File: src/rtl/rr_priority_arbiter_8_if.sv
// Request/grant bundle between 8 requesters and the round-robin arbiter.
// master = requester side, slave = arbiter side.
interface rr_priority_arbiter_8_if;
  logic [7:0] req;
  logic [7:0] gnt;
  logic [2:0] gnt_id;
  logic       gnt_valid;
  logic       timeout;

  modport master (
    output req,
    input  gnt, gnt_id, gnt_valid, timeout
  );

  modport slave (
    input  req,
    output gnt, gnt_id, gnt_valid, timeout
  );
endinterface

File: src/rtl/rr_priority_arbiter_8.sv
// 8-way round-robin arbiter, descending search from ptr, with bounded hold.
// Registered one-hot grant, owner index, valid flag and timeout pulse.
module rr_priority_arbiter_8 #(
  parameter int MAX_HOLD = 16,
  parameter int HOLD_W   = 5
) (
  input logic                   clk,
  input logic                   rst_n,
  rr_priority_arbiter_8_if.slave bus
);

  typedef enum logic {IDLE, OWN} state_t;

  state_t            state, state_n;
  logic [2:0]        ptr, ptr_n;
  logic [HOLD_W-1:0] cnt, cnt_n;
  logic [7:0]        gnt, gnt_n;
  logic [2:0]        id, id_n;
  logic              to, to_n;
  logic [2:0]        win, idx;
  logic              found;

  // First set request walking down from ptr, wrapping 0 -> 7.
  always_comb begin
    win   = ptr;
    found = 1'b0;
    idx   = ptr;
    for (int k = 0; k < 8; k++) begin
      idx = ptr - 3'(k);
      if (!found && bus.req[idx]) begin
        found = 1'b1;
        win   = idx;
      end
    end
  end

  always_comb begin
    state_n = state;
    ptr_n   = ptr;
    cnt_n   = cnt;
    gnt_n   = gnt;
    id_n    = id;
    to_n    = 1'b0;
    unique case (state)
      IDLE: begin
        gnt_n = '0;
        if (found) begin
          gnt_n   = 8'(1) << win;
          id_n    = win;
          cnt_n   = HOLD_W'(1);
          state_n = OWN;
        end
      end
      OWN: begin
        if (!bus.req[id]) begin
          gnt_n   = '0;
          ptr_n   = id - 3'd1;
          cnt_n   = '0;
          state_n = IDLE;
        end else if (cnt == HOLD_W'(MAX_HOLD)) begin
          gnt_n   = '0;
          to_n    = 1'b1;
          ptr_n   = id - 3'd1;
          cnt_n   = '0;
          state_n = IDLE;
        end else begin
          cnt_n = cnt + HOLD_W'(1);
        end
      end
      default: state_n = IDLE;
    endcase
  end

  always_ff @(posedge clk or negedge rst_n) begin
    if (!rst_n) begin
      state <= IDLE;
      ptr   <= 3'd7;
      cnt   <= '0;
      gnt   <= '0;
      id    <= '0;
      to    <= 1'b0;
    end else begin
      state <= state_n;
      ptr   <= ptr_n;
      cnt   <= cnt_n;
      gnt   <= gnt_n;
      id    <= id_n;
      to    <= to_n;
    end
  end

  assign bus.gnt       = gnt;
  assign bus.gnt_id    = id;
  assign bus.gnt_valid = |gnt;
  assign bus.timeout   = to;

endmodule

File: src/flat_wrapper.sv
// flat-port wrapper written by rule: the top's interface ports become plain ports
module rr_priority_arbiter_8_flat 
#(
  parameter int MAX_HOLD = 16,
  parameter int HOLD_W   = 5
)
  (clk, rst_n, bus_req, bus_gnt, bus_gnt_id, bus_gnt_valid, bus_timeout);
  rr_priority_arbiter_8_if bus_i ();
  input logic clk;
  input logic rst_n;
  input wire logic [$bits(bus_i.req)-1:0] bus_req;
  output wire logic [$bits(bus_i.gnt)-1:0] bus_gnt;
  output wire logic [$bits(bus_i.gnt_id)-1:0] bus_gnt_id;
  output wire logic [$bits(bus_i.gnt_valid)-1:0] bus_gnt_valid;
  output wire logic [$bits(bus_i.timeout)-1:0] bus_timeout;
  assign bus_i.req = bus_req;
  assign bus_gnt = bus_i.gnt;
  assign bus_gnt_id = bus_i.gnt_id;
  assign bus_gnt_valid = bus_i.gnt_valid;
  assign bus_timeout = bus_i.timeout;
  rr_priority_arbiter_8 #(.MAX_HOLD(MAX_HOLD), .HOLD_W(HOLD_W)) u_core (.clk(clk), .rst_n(rst_n), .bus(bus_i));
endmodule
File: config.mk
export PLATFORM = sky130hd
export DESIGN_NAME = rr_priority_arbiter_8_flat
export DESIGN_NICKNAME = d
export VERILOG_FILES = /design/src/rtl/rr_priority_arbiter_8_if.sv /design/src/rtl/rr_priority_arbiter_8.sv /design/src/flat_wrapper.sv
export SDC_FILE = /design/constraint.sdc
export NUM_CORES = 1
export LEC_CHECK = 0
export ABC_AREA = 1
export CELL_PAD_IN_SITES_DETAIL_PLACEMENT = 0
export CELL_PAD_IN_SITES_GLOBAL_PLACEMENT = 1
export CORE_MARGIN = 2
export CORE_UTILIZATION = 40
export DETAILED_ROUTE_END_ITERATION = 16
export GPL_ROUTABILITY_DRIVEN = 1
export PLACE_DENSITY = 0.78
export SYNTH_ARGS = -nofsm -noshare
export SYNTH_HDL_FRONTEND = slang
export SYNTH_SLANG_ARGS = --single-unit
File: constraint.sdc
create_clock -name clk -period 4 [get_ports clk]
set_clock_uncertainty 0.2 [all_clocks]
set_input_delay 1.2 -clock clk [delete_from_list [all_inputs] [get_ports clk]]
set_output_delay 1.2 -clock clk [all_outputs]
set_load 0.03 [all_outputs]
### Word-level counts from Yosys, hierarchy flattened

Index checks and enable logic that the tools add are counted.

| operators by class | value |
|---|---|
| add/sub/neg operators | 9 |
| multipliers | 0 |
| divide/modulo/power cells | 0 |
| magnitude comparators | 9 |
| eq/ne operators | 4 |
| shifts and indexed selects | 1 |
| mux-type cells | 50 |
| bitwise operators | 1 |
| reductions and logical operators | 17 |

Operators with widths:

| cell | number |
|---|---|
| $lt 3x4->1 const B | 9 |
| $bmux 1 s3 | 9 |
| $mux 3 | 9 |
| $mux 8 | 3 |
| $mux 1 | 23 |
| $pmux 8 s2 | 1 |
| $mux 5 | 3 |
| $sub 3x3->3 const B | 4 |
| $pmux 5 s2 | 1 |
| $reduce_or 8->1 | 1 |
| $shl 1x3->8 const A | 1 |
| $logic_and 1x1->1 | 7 |
| $logic_not 1->1 | 7 |
| $sub 3x1->3 const B | 2 |
| $sub 3x2->3 const B | 2 |
| $add 5x1->5 const B | 1 |
| $eq 5x5->1 const B | 1 |
| $reduce_and 2->1 | 2 |
| $ne 3x3->1 const B | 1 |
| $ne 2x1->1 const B | 1 |
| $ne 2x2->1 const B | 1 |
| $pmux 1 s2 | 1 |
| $not 1->1 | 1 |

| word-level totals | value |
|---|---|
| bits in registers | 21 |
| latch bits | 0 |
| memory bits (writable) | 0 |
| ROM bits | 0 |
| input port bits | 10 |
| word-level logic and storage cells | 97 |
| memories | 0 |

### Depth between registers and ports, before layout

| logic depth | value |
|---|---|
| word-level depth | 27 |
| gate-level depth with buffers | 21 |
| gate-level depth less buffers | 20 |

### Worst setup path before layout

Ideal clock, no wire load.

| path | value |
|---|---|
| path kind | input to register |
| start | input bus_req[4] |
| end | register u_core.cnt[4] |
| setup time | 0.118 ns |
| data arrival time | 2.466 ns |
| required time | 3.682 ns |
| setup slack | 1.216 ns |
| cell stages on the path | 13 |
| buffers on the path | 0 |
| cell sequence | nand2_1 > nand3_1 > nand3_2 > nand2_4 > nor2_8 > nand4_4 > nor2_4 > nand2_1 > nor2_2 > nand2_1 > nand4_1 > xor2_1 > nor2_1 |

| on the way | value |
|---|---|
| cells in the longest elaborated chain, start to end | 25 |

Ends and longest elaborated chain:

| item | RTL line | source |
|---|---|---|
| from (decl) | flat_wrapper.sv:11 | `input wire logic [$bits(bus_i.req)-1:0] bus_req;` |
| $bmux 1 s3 | rr_priority_arbiter_8.sv:30 | `if (!found && bus.req[idx]) begin` |
| $mux 1 (not written as such) | rr_priority_arbiter_8.sv:30 |  |
| $mux 1 | rr_priority_arbiter_8.sv:30 |  |
| $logic_not 1->1 | rr_priority_arbiter_8.sv:30 |  |
| $logic_and 1x1->1 | rr_priority_arbiter_8.sv:30 |  |
| $mux 1 | rr_priority_arbiter_8.sv:30 |  |
| $logic_not 1->1 | rr_priority_arbiter_8.sv:30 |  |
| $logic_and 1x1->1 | rr_priority_arbiter_8.sv:30 |  |
| [9 not listed] | - |  |
| $mux 1 | rr_priority_arbiter_8.sv:30 |  |
| $logic_not 1->1 | rr_priority_arbiter_8.sv:30 |  |
| $logic_and 1x1->1 | rr_priority_arbiter_8.sv:30 |  |
| $mux 1 | rr_priority_arbiter_8.sv:30 |  |
| $logic_not 1->1 | rr_priority_arbiter_8.sv:30 |  |
| $logic_and 1x1->1 | rr_priority_arbiter_8.sv:30 |  |
| $mux 1 | rr_priority_arbiter_8.sv:30 |  |
| $ne 2x1->1 (no source line) | - |  |
| to (signal assigned) | rr_priority_arbiter_8.sv:85 | `cnt <= cnt_n;` |
| to (decl) | rr_priority_arbiter_8.sv:16 | `logic [HOLD_W-1:0] cnt, cnt_n;` |

Parallel ways exist; a longest one is shown, timed or not. The select of a mux whose other input is x is not followed.
A chain may end at the register's enable or synchronous reset.

### Worst setup path after layout

| path | value |
|---|---|
| start | register u_core.ptr[0] |
| end | register u_core.cnt[3] |

| on the way | value |
|---|---|
| cells in the longest elaborated chain, start to end | 25 |

Ends and longest elaborated chain:

| item | RTL line | source |
|---|---|---|
| from (decl) | rr_priority_arbiter_8.sv:15 | `logic [2:0] ptr, ptr_n;` |
| from (signal assigned) | rr_priority_arbiter_8.sv:84 | `ptr <= ptr_n;` |
| branches (longest 23 deep; another with $sub 3x1->3) | - |  |
| $mux 1 * | rr_priority_arbiter_8.sv:30 |  |
| $ne 2x1->1 (no source line) * | - |  |

Every way passes the cells marked *. The select of a mux whose other input is x is not followed.

==> results.toml <==
[clock_network]
cts_resized = 0
cts_setup_buffers = 0
clockBufferDepth = 2
numClockSinks = 21
cts_tree = "built"
cts_buffers = 3
h-tree-depth = 1
cts_hold_buf = 0
clk_pin_slew_ns = 0.07
clock-root-buffer = "clkbuf_8"
clock_latency_ns = 0.27

[final_layout]
nNetsFinal = 313
diodes = 0
syn2layout_area_growth_pct = 15.7
register_area_um2 = 529
drive_gt1_frac = 0.155
fin_area_um2 = 2160
multi_input_area_um2 = 1200
fillCellCount = 464

[detailed_routing]
wirelength_um = 4650
drtPass1Iterations = 4
ant_nets = 0
drc_errors = 0
wl_per_cell_um = 13.3
vias = 1808
via_per_inst = 5.18
drtIter0Drc = 93

[grt]
grt_max_degree = 22
grt_overflow = 0
gr-usage-met1 = 0.250
use_met2 = 0.344
busiest_layer = "met2"
met3_usage = 0.0153
grt_pass1_wl_um = 8120
grt_usage = 0.197
grt_antenna_before_repair = 0
grt_pass1_vias = 1791

[synth]
yosys.area_share.simple = 0.505
synthMuxAreaShare = 0
netlist_top_cells_count = "nand2_1, nand3_1, dfrtp_1, inv_1, nor2_1"
synth_top_family_by_area = "simple AND/OR/NAND/NOR gates"
synthCells = 275
synth_xor_area_frac = 0.0275
netlist.area_leader.share = 0.242
synth_warnings = 0
ys.flop_type = "dfrtp_1"
synth_area_leaders = "dfrtp_1, nand2_1, nand3_1, dfstp_2, nand2_2"
synth_edf_count = 0
ys_seq_area_frac = 0.284
yosysMostFrequentCell = "nand2_1"
ys_async_sr_fraction = 1.00
synthesis.nets = 290
synth_area_um2 = 1860
yosys.area_share.adder = 0.0336
synth.distinct_cells = 33
synth_seq_cells = 21
syn_avg_cell_area_um2 = 6.78
yosys.area.top_type = "dfrtp_1"
synth_compound_area_frac = 0.0752

[sta]
maxSlewHeadroom = 0.374
setup_viol = 0
tightestPinTransition_ns = 0.936
period_minus_slack_ns = 3.36
rsz0062_at_grt = "no"
hold_viol = 0
tns_ns = 0
period_share = 0.839
fmax_mhz = 298
drv_slew = 0

[placement]
place.gp.congestion = 0.853
placed_area_um2 = 2110
port_buffers = 22
dp_hpwl_um = 3680

[floorplanning]
die_h_um = 72.3
boundaryPins = 23
row_count = 24
core_area_um2 = 4410
dieArea_um2 = 5220
start_util = 0.422
die_w_um = 72.3

[worst_setup_path]
path_max_fanout = 15
crit_path_start = "u_core.ptr[0]$_DFFE_PN1P_"
cp.arrival_ns = 3.34
worst_ep_required_time_ns = 3.98
path_class = "reg -> reg"
worst_setup_path_end_kind = "flop"
r2r-start = "u_core.ptr[0]$_DFFE_PN1P_"
startpoint_type = "flop"

[hold_path]
hp-class = "reg -> reg"
hold_start = "u_core.bus.gnt[6]$_DFFE_PN0P_"

[flow_run]
max_cap_violations = 0

[run_status]
status = "completed"
-- state kept, by name (all words and copies together), names as in the netlist --
signal,cells
u_core.bus.timeout,1
u_core.cnt,5
u_core.bus.gnt,8
u_core.state,1
u_core.bus.gnt_id,3
u_core.ptr,3
-- cell families after synthesis --
kind of cell               count (synthesis)
AOI/OAI and AO/OA                         23
adders and majority gates                  5
xor gates and xnor gates                   5
DFF                                       21
and+or+nand+nor                          191
buffers and inverters                     30
-- area by class of cell --
type                       count  share of cell area
clock buffer                   4              0.0209
inverter                      25              0.0435
multi-input combinational    224               0.555
sequential                    21               0.245
tap                           52              0.0302
timing repair buffer          23               0.106
-- layer usage --
metal,vias to the layer above,part of all wire
met1,821,0.47
met4,0,0.023
li1,953,-
met3,8,0.022
met5,-,0
met2,26,0.48
-- critical path: stages, from the launching register on --
cell	delay (ns)
dfstp_2	0.69
inv_2	0.19
ha_1	0.46
inv_1	0.24
nand3_1	0.15
nand3_2	0.10
nand2_4	0.09
nor2_8	0.15
nand4_4	0.10
nor2_4	0.13
nand2_1	0.07
nor2_2	0.12
nor2_2	0.04
buf_4	0.18
inv_2	0.08
nand2_2	0.07
nor3_1	0.18
-- per-stage QoR --
step	util	setup slack (ns)	cells	hold slack, ns
after floorplan	-	1.22	275	0.305
after global placement	0.478	0.451	345	0.300
after detailed placement	0.478	0.427	345	0.298
after CTS	0.489	0.646	349	0.323
after global routing	0.489	0.399	349	0.351
final	0.489	0.644	349	0.316
-- final timing paths --
| path | cells past startpoint | slack (ns) | to |
|---|---|---|---|
| worst min-delay path | 2 | 0.32 | u_core.bus.gnt[6]$_DFFE_PN0P_ |
| worst max-delay path | 16 | 0.64 | u_core.cnt[3]$_DFFE_PN0P_ |
| worst max register to register | 16 | 0.64 | u_core.cnt[3]$_DFFE_PN0P_ |
| max in group asynchronous | 1 | 1.77 | u_core.bus.timeout$_DFF_PN0_ |
| min in group asynchronous | 1 | 1.25 | u_core.cnt[1]$_DFFE_PN0P_ |
| worst min register to register | 2 | 0.32 | u_core.bus.gnt[6]$_DFFE_PN0P_ |
-- cell usage in the layout, fill, tap and decap left out, drive strengths merged, types with 4 or more instances in the layout --
cell type,count
nand3,45
clkdlybuf4s50,22
a21oi,5
nand4,11
clkbuf,4
dfrtp,18
nand2,109
inv,25
nor2,21
ha,5
o21ai,13
Power is left out: the tool's default activity adds up to more than one toggle a clock period on the data nets, which glitch-free logic cannot reach.
